$ cat config.mk
export PLATFORM = sky130hd
export DESIGN_NAME = guess_input_cond
export DESIGN_NICKNAME = d
export VERILOG_FILES = /design/src/rtl/guess_input_cond.sv
export SDC_FILE = /design/constraint.sdc
export NUM_CORES = 1
export LEC_CHECK = 0
export BUFFER_PORTS_ARGS = -buffer_cell sky130_fd_sc_hd__buf_2
export CAP_MARGIN = 15
export CORE_ASPECT_RATIO = 0.75
export CORE_MARGIN = 2
export CORE_UTILIZATION = 40
export DETAILED_ROUTE_END_ITERATION = 10
export SLEW_MARGIN = 30
export SYNTH_ARGS = -nofsm -noshare
export SYNTH_HDL_FRONTEND = slang
export SYNTH_SLANG_ARGS = --single-unit
$ cat constraint.sdc
create_clock -name clk -period 5 [get_ports clk]
set_input_delay 1 -clock clk [delete_from_list [all_inputs] [get_ports clk]]
set_output_delay 1 -clock clk [all_outputs]
set_load 0.01 [all_outputs]
$ cat src/rtl/guess_input_cond.sv
// Button conditioning for the guessing-game FSM: 2-flop synchroniser, per-bit
// debounce FSM with rise pulses, and a free-running pacing tick.
module guess_input_cond #(
    parameter int unsigned N   = 21,
    parameter int unsigned DB  = 16,
    parameter int unsigned DBW = 5
) (
    input  logic       clk,
    input  logic       rst,
    input  logic [3:0] btn_raw,
    output logic [3:0] B,
    output logic [3:0] btn_rise,
    output logic       en
);

    typedef enum logic [1:0] {Idle0, Chk1, Idle1, Chk0} db_state_e;

    localparam logic [DBW-1:0] CntLast = DBW'(DB - 1);

    logic [3:0]   s1_q;
    logic [3:0]   s2_q;
    logic [N-1:0] tick_q;

    always_ff @(posedge clk or posedge rst) begin
        if (rst) begin
            s1_q <= '0;
            s2_q <= '0;
        end else begin
            s1_q <= btn_raw;
            s2_q <= s1_q;
        end
    end

    for (genvar i = 0; i < 4; i++) begin : g_db
        db_state_e      state_q;
        logic [DBW-1:0] cnt_q;
        logic           b_q;
        logic           rise_q;

        // B and btn_rise are updated on the same edge, so a rise pulse lines up with
        // the first cycle the new level is visible.
        always_ff @(posedge clk or posedge rst) begin
            if (rst) begin
                state_q <= Idle0;
                cnt_q   <= '0;
                b_q     <= 1'b0;
                rise_q  <= 1'b0;
            end else begin
                rise_q <= 1'b0;
                unique case (state_q)
                    Idle0: begin
                        if (s2_q[i]) begin
                            state_q <= Chk1;
                            cnt_q   <= DBW'(1);
                        end else begin
                            cnt_q <= '0;
                        end
                    end
                    Chk1: begin
                        if (!s2_q[i]) begin
                            state_q <= Idle0;
                            cnt_q   <= '0;
                        end else if (cnt_q == CntLast) begin
                            state_q <= Idle1;
                            cnt_q   <= '0;
                            b_q     <= 1'b1;
                            rise_q  <= 1'b1;
                        end else begin
                            cnt_q <= cnt_q + 1'b1;
                        end
                    end
                    Idle1: begin
                        if (!s2_q[i]) begin
                            state_q <= Chk0;
                            cnt_q   <= DBW'(1);
                        end else begin
                            cnt_q <= '0;
                        end
                    end
                    Chk0: begin
                        if (s2_q[i]) begin
                            state_q <= Idle1;
                            cnt_q   <= '0;
                        end else if (cnt_q == CntLast) begin
                            state_q <= Idle0;
                            cnt_q   <= '0;
                            b_q     <= 1'b0;
                        end else begin
                            cnt_q <= cnt_q + 1'b1;
                        end
                    end
                endcase
            end
        end

        assign B[i]        = b_q;
        assign btn_rise[i] = rise_q;
    end

    always_ff @(posedge clk or posedge rst) begin
        if (rst) begin
            tick_q <= '0;
            en     <= 1'b0;
        end else begin
            tick_q <= tick_q + 1'b1;
            en     <= (tick_q == '1);
        end
    end

endmodule

* Word-level counts from Yosys, hierarchy flattened
Index checks and enable logic that the tools add are counted.
** Word-level totals
- Flip-flop bits (word level) :: 66
- Input bits :: 6
- Word-level logic and storage cells :: 174
** Cells by class
- $add $sub $neg :: 5
- Equal/unequal tests :: 49
- Muxes and demuxes :: 84
- Reduce and logical (&&, ||, !) cells :: 16
** Operator list (number)
- case mux 5 bit (4 select lines) :: 4
- 2-to-1 mux 5 bit :: 12
- 2-to-1 mux 2 bit :: 24
- != test 2 bit, second input constant :: 24
- 2-to-1 mux 1 bit :: 36
- case mux 2 bit (4 select lines) :: 4
- != test 3 bit, second input constant :: 8
- adder 21 x 1 -> 21 bit, second input constant :: 1
- equality test 21 bit, second input constant :: 1
- adder 5 x 1 -> 5 bit, second input constant :: 4
- equality test 5 x 4 -> 1 bit, second input constant :: 4
- AND reduction 5 bit :: 4
- equality test 2 bit, second input constant :: 8
- AND reduction 4 bit :: 4
- equality test 2 x 1 -> 1 bit, second input constant :: 4
- logical NOT 2 bit :: 4
- case mux 1 bit (2 select lines) :: 4
- nonzero test 2 bit :: 4

* Logic depth before layout (Yosys ltp)
Gate-level depths: netlist of the first run.
- Word-level depth :: 4
- Gate-level depth with buffers :: 6
- Gate-level depth less buffers :: 5

* Least setup slack after synthesis of the first run
Ideal clock, no wire load.
- Path kind :: register -> output
- Start point :: reg g_db[1].b_q
- End point :: out B[1]
- Data arrival time :: 0.498 ns
- Data required time :: 4.000 ns
- Slack :: 3.502 ns
- Cell stages (with the launch flop) :: 2
- Cells stage by stage :: dfrtp_1 -> buf_4
** RTL lines
- from (decl) :: RTL line 37 : logic b_q;
- from (signal assigned) :: RTL line 46 : b_q <= 1'b0;
- from (signal assigned) :: RTL line 66 : b_q <= 1'b1;
- from (signal assigned) :: RTL line 87 : b_q <= 1'b0;
- to (decl) :: RTL line 11 : output logic [3:0] B,
No word-level cell between the ends.

* Worst setup path after layout of the first run
- Start point :: reg g_db[3].b_q
- End point :: out B[3]
** RTL lines (RTL line)
- from (decl) :: 37
- from (signal assigned) :: 46
- from (signal assigned) :: 66
- from (signal assigned) :: 87
No word-level cell between the ends.

==> results of run 1 <==
==> registers in the layout, summed over array words and instances (netlist names), named ones only <==
register	cells
en	1
s2_q	4
g_db.rise_q	4
g_db.state_q	4
g_db.b_q	4
s1_q	4
tick_q	21
g_db.cnt_q	20
==> worst max-delay path by stage <==
stage,slack (ps),endpoint,cells past startpoint
finish,3120,B[3],1
global route,3060,B[2],1
CTS,3090,B[3],1
detailed placement,2850,g_db[2].cnt_q[0]$_DFF_PP0_,3
global placement,2880,g_db[0].cnt_q[3]$_DFF_PP0_,3
floorplan,2350,async pin,1
==> per-layer routing <==
layer | track usage | up-vias | routed length (um)
met5 | 0 | - | 0
met4 | 0.05936 | 0 | 70
met3 | 0.06128 | 7 | 202
met2 | 0.1875 | 24 | 1730
met1 | 0.1767 | 765 | 2112
li1 | - | 793 | -
==> report_power, final <==
part / internal [mW] / switching, mW / total [mW]
sequential: 0.545 / 0.00863 / 0.554
clock: 0.191 / 0.195 / 0.386
combinational: 0.0126 / 0.0200 / 0.0326
==> cells in the final DEF (no fill, tap or decap), drive strengths merged, types with 7 or more instances in the layout <==
cell type  netlist  routed
dfrtp           66      66
nand2           28      28
xnor2           16      16
nor2            16      16
buf              8      15
xor2            14      14
nand3           14      14
clkbuf           3      11
o21ai            8       8
and2             7       7
==> final cells by class <==
cell class,count,area (um^2)
clock inverters,5,30.03
fillers,600,3428
clock buffers,11,141.4
repair buffers,15,77.57
multi-input cells,146,927.1
flip-flops and latches,66,1652
inverters,6,23.77
well taps,81,101.3
==> cells by family after synthesis <==
logic type      count (synthesis)
simple gates                   92
flops                          66
xor+xnor                       30
compound gates                 19
buf+inv                        17
fa+ha+maj                       5
==> per-stage QoR <==
step,area (um^2),setup WS [ps]
3_5_place_dp,2780,2855
2_1_floorplan,2673,2345
6_report,2953,3118
5_1_grt,2953,3061
3_3_place_gp,2780,2879
4_1_cts,2952,3091
==> synth_stat cells, types with 2 or more instances <==
master	number	area share
xor2_1	14	0.046
nor3_1	5	0.0094
dfrtp_1	66	0.62
o21ai_0	8	0.015
and2_1	7	0.016
xnor2_1	16	0.052
a21oi_1	4	0.0075
nand4_1	3	0.0070
nor3b_1	3	0.0084
and4_1	2	0.0066
a21boi_0	2	0.0056
a31oi_1	3	0.0070
ha_1	5	0.023
inv_1	6	0.0084
and4b_1	3	0.011
nor2_1	16	0.022
nand3_1	14	0.026
buf_4	8	0.022
nand2_1	28	0.039
clkbuf_1	3	0.0042
and3_1	6	0.014
==> run metrics, run 1 <==
status finished, final reports clean; CTS tree built; Req. time, crit path 4000 ps; Layout area overhead 10.49%; post-cts gate resize count 0; Tcrit/Tclk final 0.3764; fraction of registers with async set/reset 1.000; max incr delay on CP 400 ps; Routed WL 4114 um; WL/cell roughly 12 um; placed instance count 314; CP Launch Type flop; Worst Path Max Fanout 3; maximum capacitance violations 0; Clock transition at path regs 70 ps; Post-synth EDFFs 0; CP startpoint g_db[3].b_q$_DFFE_PP0P_; Hold Crit Depth 0; yosys warns 0; synthesized area 2673 um^2; post-synthesis mux area share 0; initial antenna violation count 0; TritonRoute pass-1 iters 4; CP delay by family, top flip-flops; Final Hold Fails 0; worst hold margin 342.4 ps; Setup CP Type flop to output pin; share of cells above drive strength 1 0.1325; power density over the cells 329.1 nW/um^2; I/O Buffers 14; Placer Congestion 0.7329; largest net degree at the start of global routing 43; Rows 25; crit path buf inv count 1; Initial Utilization 0.4188; Ports 15; post-synthesis compound-gate area fraction 0.04120; detailed-route vias per instance 4.815; worst-path cell with the longest stage delay dfrtp_1; Synth Area in XOR/XNOR 0.09831; worst-path cell chain buf_2; die height 74.79 um; clk root buf clkbuf_8; adder-cell share of the synthesized area 0.02341; DRC 0; CTS max path bufs 2; gr usage total 0.1327; initial DRC count between 60 and 70; Reg2Reg Depth 5; Core Area 6381 um^2; #FFs+latches synth 66; Post-DRT Antenna Nets 0; minimum clock period 1882 ps; PnR Total Power 971.7 uW; ant diodes 0; FF-to-FF setup slack roughly 3400 ps; grt total ovfl 0; worst hold path type flop to flop; first-pass GRT wire length 7383 um; Num CTS Buffers 9; Finished Layout Cells 330; clk_skew 9.409 ps; Worst Hold Path EP s2_q[1]$_DFF_PP0_; Synth cell types 28; Peak supply drop about 0.17 mV; Setup TNS 0 ps; die width 98.39 um; max-slew violations 0; via count of the first global-routing pass 1,588; sequential share of the synthesized area 0.6180; H-tree Lvls 3; syn_area_per_cell approximately 12 um^2; Die Outline Area 7358 um^2; data arrival time of the worst path 880 ps; setup violators final 0; vias 1,589; Crit. End Element output pin; CTS Hold Bufs 0; Pleak 1.444 nW; syn nets 240; Reg-to-Reg Start tick_q[0]$_DFF_PP0_; Post-CTS Setup Bufs 0; Post-Route Utilization 0.4627; Layout Nets approximately 260; min-delay src s1_q[1]$_DFF_PP0_; main combinational cell family by area after synthesis simple AND/OR/NAND/NOR gates; clk sinks between 60 and 70; worst-margin pin slew 719.8 ps; Synth Flop Type dfrtp_1; f_max 531.4 MHz; worst reg2reg endpoint tick_q[18]$_DFF_PP0_; RSZ-0062 raised after global routing false; synthesized instance count 229; simple logic cell fraction of the synthesized area 0.1840; Worst slew margin 0.5196; insertion delay to the later sink of the worst-skew pair 340 ps; DP Wirelength ~2800 um
(Power assumes the default switching activity.)
==> inputs of run 2 (changes only) <==
ABC_AREA = 1   (was not set)
clock period = 1.7 ns   (was 5 ns; I/O delays follow)
==> run metrics, run 2 <==
met2 GRT Util 0.1848 (-0.002685); gr usage total 0.1340 (+0.001298); maximum capacitance violations 0 (unchanged); Placer Congestion 0.8286 (+13%); Worst slew margin 0.6730 (+0.1534); CTS tree built; clk sinks 66 (unchanged); sequential share of the synthesized area 0.5797 (-0.03827); initial antenna violation count 0 (unchanged); gr busiest metal met2; CTS Hold Bufs 0 (unchanged); Post-DRT Antenna Nets 0 (unchanged); TritonRoute pass-1 iters 4 (unchanged); WL/cell 10.73 um (-14%); Crit. End Element flop; die width 101.5 um (+3.1%); power density over the cells 943.5 nW/um^2 (+190%); Initial Utilization 0.4151 (-0.003767); via count of the first global-routing pass 1,825 (+15%); ant diodes 0 (unchanged); CP Launch Type flop; syn_area_per_cell 9.528 um^2 (-18%); DRC 0 (unchanged); Setup TNS 0 ps (unchanged); PnR Total Power 3.021 mW (+210%); synthesized area 2849 um^2 (+6.6%); Post-synth EDFFs 0 (unchanged); Final Hold Fails 0 (unchanged); Peak supply drop 0.4299 mV (+160%); final worst slack 272.0 ps (-2846 ps); I/O Buffers 14 (unchanged); Fillers 670 (+12%); share of cells above drive strength 1 0.1393 (+0.006789); RSZ-0062 raised after global routing false; Tcrit/Tclk final 0.8400; met3 Use GR 0.04740 (-0.01388); clk root buf clkbuf_8; worst hold path type input pin to async pin; commonest non-fill, non-tap cell in the layout dfrtp_1; grt total ovfl 0 (unchanged); setup violators final 0 (unchanged); worst-margin pin slew 490.5 ps (-229.3 ps); vias 1,884 (+19%); Area contributors post-synth dfrtp_1 58%, nand2_1 7.8%, nor2_1 5.0%; Pleak 1.541 nW (+6.7%); Reg with most FFs tick_q; first-pass GRT wire length 7990 um (+8.2%); Post-Place Cell Area 3000 um^2 (+7.9%); Clock transition at path regs 80 ps (about the same); data arrival time of the worst path 1650 ps (+770 ps); Place WS 280.8 ps (-2574 ps); DP Wirelength 3231 um (+17%); Core Area 6864 um^2 (+7.6%); most frequent cells in the layout 66 x dfrtp_1, 59 x nand2_1, 38 x nor2_1, 33 x inv_1, 25 x nand3_1; max-slew violations 0 (unchanged); Layout area overhead 12.38%; detailed-route vias per instance 4.475 (-7.1%); Routed WL 4518 um (+9.8%); f_max 700.3 MHz; Layout Nets 329 (+29%); Synth area leader dfrtp_1; Yosys top cell area share 0.5797 (-0.03827); die height 77.09 um (+3.1%); list of most frequent post-synthesis cells 66 x dfrtp_1, 59 x nand2_1, 38 x nor2_1; status finished, final reports clean; insertion delay to the later sink of the worst-skew pair 350 ps (about the same); Req. time, crit path 1920 ps (-2080 ps); CTS max path bufs 2 (unchanged); max reg flops 21 (unchanged); minimum clock period ~1400 ps; Ports 15 (unchanged); synthesized instance count 299 (+31%); initial DRC count 135 (+110%); post-cts gate resize count 0 (unchanged); clk_skew 13.60 ps (+4.193 ps); met1 Usage GRT 0.1821 (+0.005454); Post-CTS Setup Bufs 0 (unchanged); Worst Path Max Fanout 5 (+2); yosys warns 0 (unchanged); Die Outline Area 7821 um^2 (+6.3%); Num CTS Buffers 9 (unchanged); H-tree Lvls 3 (unchanged); Synth cell types 24 (-14%); Synth Flop Type dfrtp_1; most common cell in the netlist dfrtp_1; syn nets 310 (+29%); Setup CP Type flop to flop; Rows 26 (+4.0%); Top Registers tick_q (21), g_db.cnt_q (20); largest net degree at the start of global routing 41 (-4.7%); design area 3202 um^2 (+8.4%); fraction of registers with async set/reset 1.000 (unchanged); #FFs+latches synth 66 (unchanged)
[run 2: changes by cell type after synthesis, sizes merged, moves of 3 or more]
cell    change
and2        -7
and3        -5
and4b       -3
clkbuf      -3
inv        +28
nand2      +33
nand3      +11
nor2       +29
nor3        +4
nor3b       -3
xnor2       -8
[run 2: worst paths after layout]
kind,from,endpoint,slack [ps],depth (start not counted)
setup / recovery,tick_q[0]$_DFF_PP0_,tick_q[14]$_DFF_PP0_,270,5
hold / removal,rst,tick_q[4]$_DFF_PP0_,60,3
setup reg to reg,tick_q[0]$_DFF_PP0_,tick_q[14]$_DFF_PP0_,270,5
hold reg to reg,s1_q[3]$_DFF_PP0_,s2_q[3]$_DFF_PP0_,350,0
max in group asynchronous,rst,tick_q[15]$_DFF_PP0_,1220,3
min in group clk,btn_raw[2],s1_q[2]$_DFF_PP0_,100,1
[run 2: layer usage]
metal | routed length (um) | share of wire | up-vias
met4 | 78 | 0.017 | 0
li1 | - | - | 977
met5 | 0 | 0 | -
met2 | 1852 | 0.41 | 29
met3 | 202 | 0.045 | 11
met1 | 2384 | 0.53 | 867
[run 2: area by class of cell]
type                    instances  area [um^2]  area share
inverters                      34        131.4     0.04103
flip-flops and latches         66         1652      0.5158
multi-input cells             191         1010      0.3154
clock inverters                 7        77.57     0.02423
well taps                      98        122.6     0.03830
repair buffers                 16        85.08     0.02657
clock buffers                   9        123.9     0.03869
[run 2: logic make-up (layout without fill, tap and decap cells)]
family / Yosys count / after routing / share of synthesized area
flip-flops: 66 / 66 / 0.5797
AO/OA/AOI/OAI: 20 / 20 / 0.03953
AND/OR/NAND/NOR: 145 / 145 / 0.2284
XOR/XNOR: 21 / 21 / 0.06456
adder cells (fa/ha/maj): 5 / 5 / 0.02196
buffers and inverters: 42 / 66 / 0.06588
[run 2: where the power goes]
group / switching (mW) / leakage, nW / internal, mW / total [mW]
clock: 0.630 / 0.0998 / 0.686 / 1.32
sequential: 0.0203 / 0.871 / 1.60 / 1.62
combinational: 0.0608 / 0.570 / 0.0275 / 0.0883
total: 0.711 / 1.54 / 2.31 / 3.02
[run 2: worst max-delay path, cell delays in order, from the launching register on]
cell and delay [ps]:
dfrtp_1 410, ha_1 260, nand2_2 110, nor3_2 260, nand3_1 130, xnor2_1 140
[run 2: stage by stage]
stage / instances / hold WS [ps] / utilization
after global placement: 405 / 331.7 / 0.4371
final: 421 / 64.63 / 0.4665
after global routing: 421 / 77.85 / 0.4665
after floorplan: 299 / 331.2 / -
after detailed placement: 405 / 337.1 / 0.4371
after CTS: 421 / 63.05 / 0.4665
==> inputs of run 3 (changes only) <==
clock period = 1.4 ns   (was 1.7 ns; I/O delays follow)
==> run metrics, run 3 (synthesized netlist as in run 2, its figures left out) <==
status finished, final reports clean; CP endpoint g_db[1].cnt_q[0]$_DFF_PP0_; CTS tree built; initial DRC count 110 (-19%); Worst slew margin 0.7938 (+0.1209); first-pass GRT wire length 8204 um (+2.7%); area of the multi-input gates 1049 um^2 (+3.8%); design area 3314 um^2 (+3.5%); placed instance count 408 (+0.74%); DP Wirelength 3246 um (+0.46%); data arrival time of the worst path 1500 ps (-150 ps); die width 101.5 um (unchanged); Top Registers tick_q (21), g_db.cnt_q (20); die height 77.09 um (unchanged); Pleak 1.595 nW (+3.5%); sequential cell area 1652 um^2 (unchanged); CTS max path bufs 2 (unchanged); Num CTS Buffers 9 (unchanged); gr usage total 0.1379 (+0.003890); worst hold margin 39.03 ps (-25.60 ps); most frequent cells in the layout 66 x dfrtp_1, 59 x nand2_1, 36 x nor2_1, 32 x inv_1, 24 x nand3_1; Reg2Reg Depth 5 (unchanged); Layout Nets 334 (+1.5%); Peak supply drop 0.4027 mV (-6.3%); H-tree Lvls 3 (unchanged); I/O Buffers 14 (unchanged); min-delay src btn_raw[2]; worst-path cell chain ha_1, nand2_1, nor3_4, a21oi_1, a21boi_1; commonest non-fill, non-tap cell in the layout dfrtp_1; FF-to-FF setup slack 120 ps (-150 ps); clk_skew 11.65 ps (-1.950 ps); insertion delay to the later sink of the worst-skew pair 340 ps (about the same); Crit. End Element flop; worst-path cell with the longest stage delay dfrtp_1; share of cells above drive strength 1 0.1646 (+0.02532); Req. time, crit path 1620 ps (-300 ps); TritonRoute pass-1 iters 4 (unchanged); Die Outline Area 7821 um^2 (unchanged); maximum capacitance violations 0 (unchanged); Routed WL 4473 um (-1.0%); max-slew violations 0 (unchanged); Ports 15 (unchanged); Layout area overhead 16.34%; CP startpoint g_db[1].cnt_q[0]$_DFF_PP0_; max incr delay on CP 370 ps (-40 ps); Post-DRT Antenna Nets 0 (unchanged); initial antenna violation count 0 (unchanged); DRC 0 (unchanged); Placer Congestion 0.8203 (-1.0%); ant diodes 0 (unchanged); minimum clock period 1282 ps (-145.9 ps); power density over the cells 1158 nW/um^2 (+23%); detailed-route vias per instance 4.472 (about the same); Clock transition at path regs 80 ps (about the same); f_max 780.0 MHz (+11%); Core Area 6864 um^2 (unchanged); Fillers 654 (-2.4%); PnR Total Power 3.838 mW (+27%); Final Hold Fails 0 (unchanged); max reg flops 21 (unchanged); grt total ovfl 0 (unchanged); clk sinks 66 (unchanged); Rows 26 (unchanged); Setup CP Type flop to flop; Post-Place Cell Area 3035 um^2 (+1.2%); Reg-to-Reg Start g_db[1].cnt_q[0]$_DFF_PP0_; worst hold path type input pin to flop; final worst slack 117.9 ps (-154.1 ps); worst-margin pin slew 306.9 ps (-183.6 ps); worst reg2reg endpoint g_db[1].cnt_q[0]$_DFF_PP0_; clk root buf clkbuf_8; largest net degree at the start of global routing 44 (+7.3%); WL/cell 10.50 um (-2.2%); setup violators final 0 (unchanged); Finished Layout Cells 426 (+1.2%); Setup TNS 0 ps (unchanged); Tcrit/Tclk final 0.9158 (+0.07579); via count of the first global-routing pass 1,834 (+0.49%); Initial Utilization 0.4151 (unchanged); CP Launch Type flop; vias 1,905 (+1.1%); Worst Path Max Fanout 6 (+1); Reg with most FFs tick_q; Place WS 58.11 ps (-222.7 ps); Post-Route Utilization 0.4829 (+0.01641)
[run 3: what timing repair did]
action / 4_1_cts / 5_1_grt
endpoints found under the hold margin: 43 / 0
gates resized for setup: 0 / 10
buffers inserted: 0 / 1
hold buffers: 1 / 0
setup endpoints to repair: 0 / 8
[run 3: layout make-up]
class                           count  area share
Sequential cell                    66      0.4983
Clock buffer                        9     0.03737
Inverter                           34     0.03964
Multi-Input combinational cell    191      0.3163
Clock inverter                      7     0.02982
Timing Repair Buffer               21     0.04153
Tap cell                           98     0.03700
[run 3: worst max-delay path, delay by kind of cell, from the launching register on]
kind / cells / cell delay (ps)
flip-flops: 1 / 370
AND/OR/NAND/NOR: 2 / 340
AO/OA/AOI/OAI: 2 / 260
adder cells (fa/ha/maj): 1 / 180
[run 3: where the power goes]
part | switching [mW] | internal (mW)
clock network | 0.748 | 1.01
registers | 0.0241 | 1.94
logic | 0.0747 | 0.0393
total | 0.847 | 2.99
[run 3: metal layers]
metal,share of wire,vias up,routed length (um),global-route usage
met5,0,-,0,0
met4,0.016,0,71,0.07297
met3,0.052,6,233,0.05469
met2,0.42,32,1869,0.1834
met1,0.51,881,2298,0.1907
li1,-,986,-,-
[run 3: worst min path at each step]
stage,endpoint,slack [ps],depth (start not counted)
after floorplan,s1_q[0]$_DFF_PP0_,310,0
after global placement,s2_q[0]$_DFF_PP0_,330,0
after detailed placement,s2_q[0]$_DFF_PP0_,340,0
after CTS,s1_q[2]$_DFF_PP0_,20,1
after global routing,s1_q[2]$_DFF_PP0_,20,1
final,s1_q[2]$_DFF_PP0_,40,1
